--- src/rtl/blob_pkg.sv ---
// Shared constants and state encoding for the blob label ping-pong controller.
package blob_pkg;

    localparam int LBITS    = 8;
    localparam int XBITS    = 8;
    localparam int YBITS    = 8;
    localparam int DEF_COLS = 256;
    localparam int DEF_ROWS = 254;
    localparam int AW       = 1 + YBITS + XBITS;

    typedef enum logic [1:0] {
        IDLE   = 2'd0,
        ACTIVE = 2'd1,
        FULL   = 2'd2
    } state_t;

endpackage

--- src/rtl/blob_xy_counter.sv ---
// Raster x/y counter for one frame; flags the final pixel so the parent can swap banks.
module blob_xy_counter #(
    parameter int COLS  = blob_pkg::DEF_COLS,
    parameter int ROWS  = blob_pkg::DEF_ROWS,
    parameter int XBITS = blob_pkg::XBITS,
    parameter int YBITS = blob_pkg::YBITS
) (
    input  logic             clk,
    input  logic             rst_n,
    input  logic             inc,
    input  logic             clr,
    output logic [XBITS-1:0] x,
    output logic [YBITS-1:0] y,
    output logic             last
);
    import blob_pkg::*;

    localparam logic [XBITS-1:0] XLAST = XBITS'(COLS - 1);
    localparam logic [YBITS-1:0] YLAST = YBITS'(ROWS - 1);

    assign last = (x == XLAST) && (y == YLAST);

    // The final pixel wraps both coordinates, leaving the counter ready for the next frame.
    always_ff @(posedge clk or negedge rst_n) begin
        if (!rst_n) begin
            x <= '0;
            y <= '0;
        end else if (clr) begin
            x <= '0;
            y <= '0;
        end else if (inc) begin
            if (x == XLAST) begin
                x <= '0;
                y <= (y == YLAST) ? '0 : y + 1'b1;
            end else begin
                x <= x + 1'b1;
            end
        end
    end

endmodule

--- src/rtl/blob_label_pingpong_ctrl.sv ---
// Ping-pong label buffer control: pass A writes bank 'bank', pass B reads the other bank.
module blob_label_pingpong_ctrl #(
    parameter int COLS  = blob_pkg::DEF_COLS,
    parameter int ROWS  = blob_pkg::DEF_ROWS,
    parameter int XBITS = blob_pkg::XBITS,
    parameter int YBITS = blob_pkg::YBITS,
    parameter int LBITS = blob_pkg::LBITS
) (
    input  logic                   clk,
    input  logic                   rst_n,
    input  logic                   frame_valid,
    input  logic                   line_valid,
    input  logic [LBITS-1:0]       label_in,
    input  logic                   clr_err,
    output logic                   mem_we,
    output logic [YBITS+XBITS:0]   mem_waddr,
    output logic [LBITS-1:0]       mem_wdata,
    output logic [YBITS+XBITS:0]   mem_raddr,
    input  logic [LBITS-1:0]       mem_rdata,
    output logic [LBITS-1:0]       label_out,
    output logic                   label_valid,
    output logic                   bank,
    output logic                   prev_valid,
    output logic                   frame_done,
    output logic                   err_short,
    output logic                   err_over
);
    import blob_pkg::*;

    state_t             state, state_next;
    logic               accept, wr_en, complete, short_end, over_hit;
    logic               last, rd_gate;
    logic [XBITS-1:0]   x;
    logic [YBITS-1:0]   y;

    assign accept = frame_valid & line_valid;

    blob_xy_counter #(
        .COLS(COLS), .ROWS(ROWS), .XBITS(XBITS), .YBITS(YBITS)
    ) u_xy (
        .clk(clk), .rst_n(rst_n), .inc(wr_en), .clr(short_end),
        .x(x), .y(y), .last(last)
    );

    always_comb begin
        state_next = state;
        wr_en      = 1'b0;
        complete   = 1'b0;
        short_end  = 1'b0;
        over_hit   = 1'b0;
        case (state)
            IDLE: begin
                wr_en    = accept;
                complete = accept & last;
                if (frame_valid)
                    state_next = complete ? FULL : ACTIVE;
            end
            ACTIVE: begin
                wr_en    = accept;
                complete = accept & last;
                if (complete) begin
                    state_next = FULL;
                end else if (!frame_valid) begin
                    short_end  = (x != '0) || (y != '0);
                    state_next = IDLE;
                end
            end
            FULL: begin
                over_hit = accept;
                if (!frame_valid)
                    state_next = IDLE;
            end
            default: state_next = IDLE;
        endcase
    end

    // Write strobe is held low during reset so the RAM is never touched while the block is cleared.
    assign mem_we    = wr_en & rst_n;
    assign mem_waddr = {bank, y, x};
    assign mem_wdata = label_in;
    assign mem_raddr = {~bank, y, x};
    assign label_out = rd_gate ? mem_rdata : '0;

    // rd_gate lines up with the RAM's one-cycle read latency, so label_out tracks label_valid.
    always_ff @(posedge clk or negedge rst_n) begin
        if (!rst_n) begin
            state       <= IDLE;
            bank        <= 1'b0;
            prev_valid  <= 1'b0;
            frame_done  <= 1'b0;
            err_short   <= 1'b0;
            err_over    <= 1'b0;
            label_valid <= 1'b0;
            rd_gate     <= 1'b0;
        end else begin
            state       <= state_next;
            bank        <= bank ^ complete;
            prev_valid  <= prev_valid | complete;
            frame_done  <= complete;
            err_short   <= short_end | (err_short & ~clr_err);
            err_over    <= over_hit | (err_over & ~clr_err);
            label_valid <= wr_en;
            rd_gate     <= wr_en & prev_valid;
        end
    end

endmodule

--- config.mk ---
export PLATFORM = sky130hd
export DESIGN_NAME = blob_label_pingpong_ctrl
export DESIGN_NICKNAME = d
export VERILOG_FILES = /design/src/rtl/blob_pkg.sv /design/src/rtl/blob_xy_counter.sv /design/src/rtl/blob_label_pingpong_ctrl.sv
export SDC_FILE = /design/constraint.sdc
export NUM_CORES = 1
export LEC_CHECK = 0
export ABC_AREA = 1
export BUFFER_PORTS_ARGS = -buffer_cell sky130_fd_sc_hd__buf_2
export CAP_MARGIN = 15
export CELL_PAD_IN_SITES_DETAIL_PLACEMENT = 0
export CELL_PAD_IN_SITES_GLOBAL_PLACEMENT = 2
export CORE_ASPECT_RATIO = 1.5
export CORE_MARGIN = 2
export CORE_UTILIZATION = 27
export CTS_BUF_LIST = sky130_fd_sc_hd__clkbuf_8 sky130_fd_sc_hd__clkbuf_16
export CTS_CLUSTER_DIAMETER = 100
export DETAILED_ROUTE_END_ITERATION = 8
export PLACE_DENSITY_LB_ADDON = 0.1
export SLEW_MARGIN = 20
export SYNTH_ARGS = -nofsm -noshare
export SYNTH_HDL_FRONTEND = slang
export SYNTH_SLANG_ARGS = --single-unit
--- constraint.sdc ---
create_clock -name clk -period 3.1 [get_ports clk]
set_clock_uncertainty 0.15 [all_clocks]
set_input_delay 0.155 -clock clk [delete_from_list [all_inputs] [get_ports clk]]
set_output_delay 0.155 -clock clk [all_outputs]
set_load 0.05 [all_outputs]
==> key figures, run 1 <==
Timing
  – Setup TNS: 0 ps
  – Final setup fails: 0
  – Final setup margin: roughly 630 ps
  – Slew Viols, Final: 0
  – Slew HR: 0.559
  – RSZ-0062 raised after global routing: false
  – Part of the cycle the worst path needs: 0.796
  – Fin crit period: 2470 ps
  – Final Hold Fails: 0
  – Slew of the pin with the lowest slew margin: 661 ps
  – Peak Freq: 405 MHz
  – WHS: 160 ps

Worst hold path
  – Hold Path Depth: 0
  – Hold crit path type: primary input to output pin

Job
  – Max-Cap Viols: 0

Global routing
  – Vias in the first global route: 1551
  – GRT Total Usage: 0.133
  – Initial antenna violation count: 0
  – Largest net degree at the start of global routing: 27
  – Overflow after GRT: 0
  – First-pass GRT wire length: a little under 8 mm

Clock network
  – Number of CTS-inserted buffers: 3
  – Total clock sinks: 25
  – Skew-Pair Late Insertion Delay: 270 ps
  – Clk root buf: clkbuf_8
  – CTS resizes: 0
  – Post-CTS Setup Inserts: 0
  – Longest Clk Path Bufs: 2
  – CTS tree: built
  – CTS HTree Levels: 1
  – Clock slew seen by the registers of the worst setup and hold paths: 90 ps

Worst setup path
  – CP Max Fanout: 12
  – Worst-path cell chain: ha_1, nand3_2, nor3_4, inv_4, nor2_2, a21oi_1, dlygate4sd3_1
  – Stages on the worst setup path: 7
  – CP Buf/Inv Count: 2
  – Worst Reg-to-Reg Cells: 7
  – Kind of critical path: register to register
  – Arr. time, crit path: 2480 ps
  – Nature of the critical path endpoint: register
  – Crit-path max cell delay: between 500 and 600 ps
  – CP Launch Type: register
  – Critical path's top delay family: buffers and inverters
  – Slowest stage cell on the critical path: dlygate4sd3_1
  – Critical Path RT: 3110 ps

Placement
  – Inst Count DP: 366
  – # port buffers: between 60 and 70
  – Dpl ws: 837 ps
  – Gpl congestion: 0.719
  – HPWL after DPL: 3.70 mm

Synth
  – Synth Warn #: 0
  – Gate Count Post-Synth: around 260
  – Syn_area_per_cell: 7.11 um^2
  – EDFF count, synth: 0
  – Syn nets: 285
  – Netlist cell types: 27
  – Register bit total from synthesis: 25
  – Post-Syn Area: ~1800 um^2
  – Async set-reset flop share out of synthesis: 1.00
  – Main synth FF type: dfrtp_1
  – Seq/Total Area, Yosys: 0.340

Routing
  – Wire per inst: about 13 um
  – Metal2 WL: 2.64 mm
  – DR pass1 iterations: 4
  – DR vias/cell: around 4.4
  – DR vias: 1651
  – Number of remaining DRC errors: 0
  – Max layer used: met4
  – Final wirelength: 4.89 mm
  – Met3 routed WL: 142 um
  – Number of routed nets with antenna violations: 0
  – DRT iter0 DRCs: 36
  – WL met1: 1.99 mm

Layout
  – Area Growth Syn to Fin: 15.4%
  – Number of diodes: 0
  – Layout cells sized above 1: 0.284
  – Number of fill cells: 724
  – Final #Nets: ~330
  – Post-route insts no fill: between 300 and 400

Die
  – Io pins: 78
  – Row count: 36
  – Die area: around 7500 um^2
  – Chip width: 71.4 um
  – Starting Density: 0.282
  – Die span in y: roughly 110 um
  – Core area: 6530 um^2

Pwr
  – PD cells: roughly 470 nW/um^2
  – Max VDD drop: 0.227 mV
  – Leak: 1.27 nW

Outcome
  – Status: finished clean
cells in the mapped netlist (2+ instances only):
| cell type | count | area share |
|---|---|---|
| nand2_1 | 79 | 0.16 |
| inv_1 | 38 | 0.077 |
| nor2_1 | 33 | 0.067 |
| buf_4 | 25 | 0.10 |
| dfrtp_1 | 25 | 0.34 |
| nand3_1 | 12 | 0.033 |
| o211ai_2 | 8 | 0.054 |
| nand4_1 | 7 | 0.024 |
| ha_1 | 5 | 0.034 |
| buf_2 | 3 | 0.0081 |
| o21ai_0 | 3 | 0.0081 |
| a21oi_1 | 2 | 0.0054 |
| nand2_2 | 2 | 0.0068 |
| nand3_2 | 2 | 0.011 |
| nor2_4 | 2 | 0.012 |
| xor2_1 | 2 | 0.0095 |
metrics by stage:
stage	area, um^2	util	power, mW
2_1_floorplan	1840	-	0.743
3_3_place_gp	2030	0.311	0.795
3_5_place_dp	2030	0.311	0.796
4_1_cts	2120	0.325	1.01
5_1_grt	2120	0.325	1.05
6_report	2120	0.325	0.989
layer usage:
layer  up-vias  global-route usage
li1        851                   -
met1       755               0.159
met2        37               0.237
met3         8              0.0116
met4         0              0.0553
met5         -                   0
sequential cells by signal, summed over array words and instances, names as in the netlist:
name	count
bank	1
label_valid	1
u_xy.y	8
err_short	1
err_over	1
rd_gate	1
frame_done	1
prev_valid	1
u_xy.x	8
state	2
cell families (layout without fill, tap and decap cells):
group / count (synthesis) / in the layout / share of synthesized area
adders and majority gates: 5 / 5 / 0.0340
AOI/OAI and AO/OA: 16 / 16 / 0.0815
and+or+nand+nor: 139 / 139 / 0.327
DFF: 25 / 25 / 0.340
buffers and inverters: 71 / 111 / 0.204
xor gates and xnor gates: 3 / 3 / 0.0143
power breakdown:
group | total, mW | internal [mW] | switching (mW)
sequential | 0.391 | 0.351 | 0.0393
combinational | 0.396 | 0.0911 | 0.304
clock | 0.203 | 0.0901 | 0.112
total | 0.989 | 0.533 | 0.456
worst paths after layout:
check                                       from                    end  slack, ps
max                        u_xy.x[0]$_DFFE_PN0P_   state[0]$_DFFE_PN0P_        630
min                                  label_in[2]           mem_wdata[2]        160
max reg2reg                u_xy.x[0]$_DFFE_PN0P_   state[0]$_DFFE_PN0P_        630
min reg2reg                 prev_valid$_DFF_PN0_   prev_valid$_DFF_PN0_        340
max in group asynchronous                  rst_n  u_xy.y[7]$_DFFE_PN0P_       2120
min in group asynchronous                  rst_n   frame_done$_DFF_PN0_        280
final cells by class:
type / instances / area, um^2 / area share
clock inverter: 1 / 5.00 / 0.00236
inverter: 40 / 154 / 0.0724
sequential: 25 / 626 / 0.294
timing repair buffer: 67 / 363 / 0.171
clock buffer: 3 / 41.3 / 0.0194
tap: 76 / 95.1 / 0.0448
multi-input combinational: 163 / 841 / 0.396
timing repair:
item,4_1_cts,5_1_grt
hold buffers,5,0
endpoints found under the hold margin,29,0
endpoints found under the setup margin,0,0
cell usage in the layout (no fill, tap or decap):
cell | synthesis | routed
a21oi_1 | 2 | 2
buf_2 | 3 | 61
buf_4 | 25 | 1
clkbuf_8 | 0 | 3
clkinv_2 | 1 | 2
dfrtp_1 | 25 | 25
dlygate4sd3_1 | 0 | 5
ha_1 | 5 | 5
inv_1 | 38 | 38
inv_4 | 1 | 1
nand2_1 | 79 | 79
nand2_2 | 2 | 2
nand3_1 | 12 | 12
nand3_2 | 2 | 2
nand4_1 | 7 | 7
nor2_1 | 33 | 33
nor2_2 | 1 | 1
nor2_4 | 2 | 2
nor3_4 | 1 | 1
o211ai_2 | 8 | 8
o21ai_0 | 3 | 3
o21ai_2 | 1 | 1
o21bai_1 | 1 | 1
o32ai_1 | 1 | 1
xnor2_1 | 1 | 1
xor2_1 | 2 | 2
Power figures use the tool's default switching activity.
==> run 2: changes to the inputs <==
Settings changed: ABC_AREA 1 to 0, CORE_UTILIZATION 27 to 25.
Clock period 3.1 ns to 2.51 ns, I/O delays scaled along.
==> run 2 against run 1 <==
Compared with the run above:
- critical path depth is 1 lower
- final area down 12%
- largest power group is now sequential cells
- critical endpoint unchanged
- flip-flop and latch count did not move
- combinational power decreased by 3%
- largest cell class unchanged
==> key figures, run 2 <==
Outcome
  – Status: finished clean (unchanged)

Clock network
  – Skew-Pair Late Insertion Delay: 270 ps (about the same)
  – Number of CTS-inserted buffers: 3 (unchanged)
  – Clock slew seen by the registers of the worst setup and hold paths: 90 ps (about the same)
  – CTS HTree Levels: 1 (unchanged)
  – CTS tree: built (unchanged)
  – Longest Clk Path Bufs: 2 (unchanged)
  – Clk root buf: clkbuf_8 (unchanged)
  – Total clock sinks: 25 (unchanged)
  – Post-CTS Setup Inserts: 0 (unchanged)

Die
  – Starting Density: 0.258 (was 0.282)
  – Core area: 6130 um^2 (was 6530 um^2)
  – Io pins: 78 (unchanged)
  – Chip width: 69.0 um (was 71.4 um)
  – Row count: 35 (was 36)
  – Die span in y: 101 um (was 105 um)
  – Die area: 7000 um^2 (was 7510 um^2)

Placement
  – # port buffers: 61 (unchanged)
  – Placed Area: 1770 um^2 (was 2030 um^2)
  – HPWL after DPL: 3.32 mm (was 3.70 mm)
  – Gpl congestion: 0.761 (was 0.719)
  – Inst Count DP: 279 (was 366)

Worst setup path
  – Worst Reg-to-Reg Cells: 6 (was 7)
  – Crit-path max cell delay: 570 ps (was 550 ps)
  – CP Max Fanout: 7 (was 12)
  – RR Startpoint: u_xy.y[1]$_DFFE_PN0P_ (was u_xy.x[0]$_DFFE_PN0P_)
  – Critical Path RT: 2520 ps (was 3110 ps)
  – Nature of the critical path endpoint: register (unchanged)
  – CP Launch Type: register (unchanged)
  – Worst R2R Setup Slack: 380 ps (was 630 ps)
  – Slowest stage cell on the critical path: dlygate4sd3_1 (unchanged)
  – Critical Path End: state[0]$_DFFE_PN0P_ (unchanged)
  – End of the worst register-to-register path: state[0]$_DFFE_PN0P_ (unchanged)
  – Worst setup startpoint: u_xy.y[1]$_DFFE_PN0P_ (was u_xy.x[0]$_DFFE_PN0P_)
  – Arr. time, crit path: 2140 ps (was 2480 ps)
  – Worst-path cell chain: inv_1, ha_1, nand3_1, nor2_1, a311oi_1, dlygate4sd3_1 (was ha_1, nand3_2, nor3_4, inv_4, nor2_2, a21oi_1, dlygate4sd3_1)
  – Kind of critical path: register to register (unchanged)

Layout
  – Post-route insts no fill: 287 (was 375)
  – Most common cell after layout, fill and taps aside: buf_2 (was nand2_1)
  – Layout cells sized above 1: 0.343 (was 0.284)
  – Commonest cells after routing, fill and taps aside: 61 x buf_2, 25 x dfrtp_1, 13 x a21oi_1 (was 79 x nand2_1, 61 x buf_2, 38 x inv_1)
  – Area Growth Syn to Fin: 17.4% (was 15.4%)
  – Final #Nets: 240 (was 326)
  – Number of diodes: 0 (unchanged)
  – Finished layout cell area: 1860 um^2 (was 2120 um^2)
  – Top flop regs: u_xy.x x8, u_xy.y x8, state x2 (unchanged)

Synth
  – Post-synth top area share: 0.395 (was 0.340)
  – Most common cell in the netlist: buf_4 (was nand2_1)
  – Register bit total from synthesis: 25 (unchanged)
  – Post-Syn Area: 1580 um^2 (was 1840 um^2)
  – Seq/Total Area, Yosys: 0.395 (was 0.340)
  – Main synth FF type: dfrtp_1 (unchanged)
  – Async set-reset flop share out of synthesis: 1.00 (unchanged)
  – Gate Count Post-Synth: 172 (was 259)
  – Synth area leaders: dfrtp_1 39%, buf_4 12%, and2_1 4.7% (was dfrtp_1 34%, nand2_1 16%, buf_4 10%)
  – EDFF count, synth: 0 (unchanged)
  – Synth Warn #: 0 (unchanged)
  – Netlist cell types: 38 (was 27)
  – Syn nets: 198 (was 285)
  – Synth cell count leaders: 26 x buf_4, 25 x dfrtp_1, 13 x a21oi_1 (was 79 x nand2_1, 38 x inv_1, 33 x nor2_1)
  – Largest area contributor in the netlist: dfrtp_1 (unchanged)
  – Syn_area_per_cell: 9.21 um^2 (was 7.11 um^2)

Timing
  – Setup TNS: 0 ps (unchanged)
  – WHS: 28.0 ps (was 160 ps)
  – Slew HR: 0.542 (was 0.559)
  – Peak Freq: 469 MHz (was 405 MHz)
  – Final setup fails: 0 (unchanged)
  – Slew Viols, Final: 0 (unchanged)
  – Fin crit period: 2130 ps (was 2470 ps)
  – Final Hold Fails: 0 (unchanged)
  – Part of the cycle the worst path needs: 0.850 (was 0.796)
  – Slew of the pin with the lowest slew margin: 687 ps (was 661 ps)
  – RSZ-0062 raised after global routing: false (unchanged)

Routing
  – DR pass1 iterations: 4 (unchanged)
  – Wire per inst: 15.6 um (was 13.0 um)
  – Number of remaining DRC errors: 0 (unchanged)
  – DR vias: 1365 (was 1651)
  – Final wirelength: 4.48 mm (was 4.89 mm)
  – Number of routed nets with antenna violations: 0 (unchanged)
  – DR vias/cell: 4.76 (was 4.40)
  – DRT iter0 DRCs: 30 (was 36)

Global routing
  – First-pass GRT wire length: 6.85 mm (was 7.87 mm)
  – Vias in the first global route: 1280 (was 1551)
  – Largest net degree at the start of global routing: 26 (was 27)
  – Initial antenna violation count: 0 (unchanged)
  – Overflow after GRT: 0 (unchanged)
  – GRT Total Usage: 0.133 (about the same)

Pwr
  – PD cells: 595 nW/um^2 (was 465 nW/um^2)
  – Max VDD drop: 0.429 mV (was 0.227 mV)
  – Leak: 0.987 nW (was 1.27 nW)

Job
  – Max-Cap Viols: 0 (unchanged)

Worst hold path
  – Hold crit path type: primary input to register (was primary input to output pin)
==> run 2: how the worst min path moves through the flow <==
stage / end / slack [ps] / start / cells after the start
5_1_grt: state[1]$_DFFE_PN0P_ / 60 / frame_valid / 3
6_report: state[1]$_DFFE_PN0P_ / 30 / frame_valid / 3
3_5_place_dp: rd_gate$_DFF_PN0_ / 50 / rst_n / 2
4_1_cts: state[1]$_DFFE_PN0P_ / 20 / frame_valid / 3
3_3_place_gp: frame_done$_DFF_PN0_ / 50 / rst_n / 2
2_1_floorplan: bank$_DFF_PN0_ / -320 / rst_n / 0
==> run 2: logic make-up after synthesis <==
family,synth area share
simple gates,0.255
xor+xnor,0.0221
buf+inv,0.164
flops,0.395
fa+ha+maj,0.0395
compound gates,0.125
==> run 2: timing repair <==
item,in CTS,in global routing
resized for setup,0,0
hold buffers,4,0
hold endpoints to repair,28,0
==> run 2: routing by layer <==
layer	share of wire	track usage	up-vias	routed length, um
li1	-	-	659	-
met1	0.42	0.163	660	1860
met2	0.52	0.234	44	2350
met3	0.050	0.0156	2	224
met4	0.0089	0.0452	0	40
met5	0	0	-	0
==> run 2: worst max-delay path, delay by kind of cell, from the launching register on <==
kind	cells	cell delay [ps]
buffers and inverters	2	680
DFF	1	460
and+or+nand+nor	2	370
adders and majority gates	1	230
AOI/OAI and AO/OA	1	140
==> run 2: area by class of cell <==
| class | count | area (um^2) |
|---|---|---|
| Clock buffer | 3 | 41.3 |
| Clock inverter | 1 | 5.00 |
| Fill cell | 664 | 4270 |
| Inverter | 10 | 42.5 |
| Multi-Input combinational cell | 108 | 699 |
| Sequential cell | 25 | 626 |
| Tap cell | 74 | 92.6 |
| Timing Repair Buffer | 66 | 353 |
==> run 2: per-stage QoR <==
step                      power, mW  setup slack [ps]   util
after floorplan               0.834               396      -
after global placement        0.867               492  0.289
after detailed placement      0.865               452  0.289
after CTS                      1.13               359  0.303
after global routing           1.16               225  0.303
final                          1.11               378  0.303
==> run 2: power breakdown <==
part | switching [mW] | internal, mW
clock | 0.139 | 0.111
sequential | 0.0418 | 0.431
combinational | 0.288 | 0.0945
total | 0.469 | 0.637
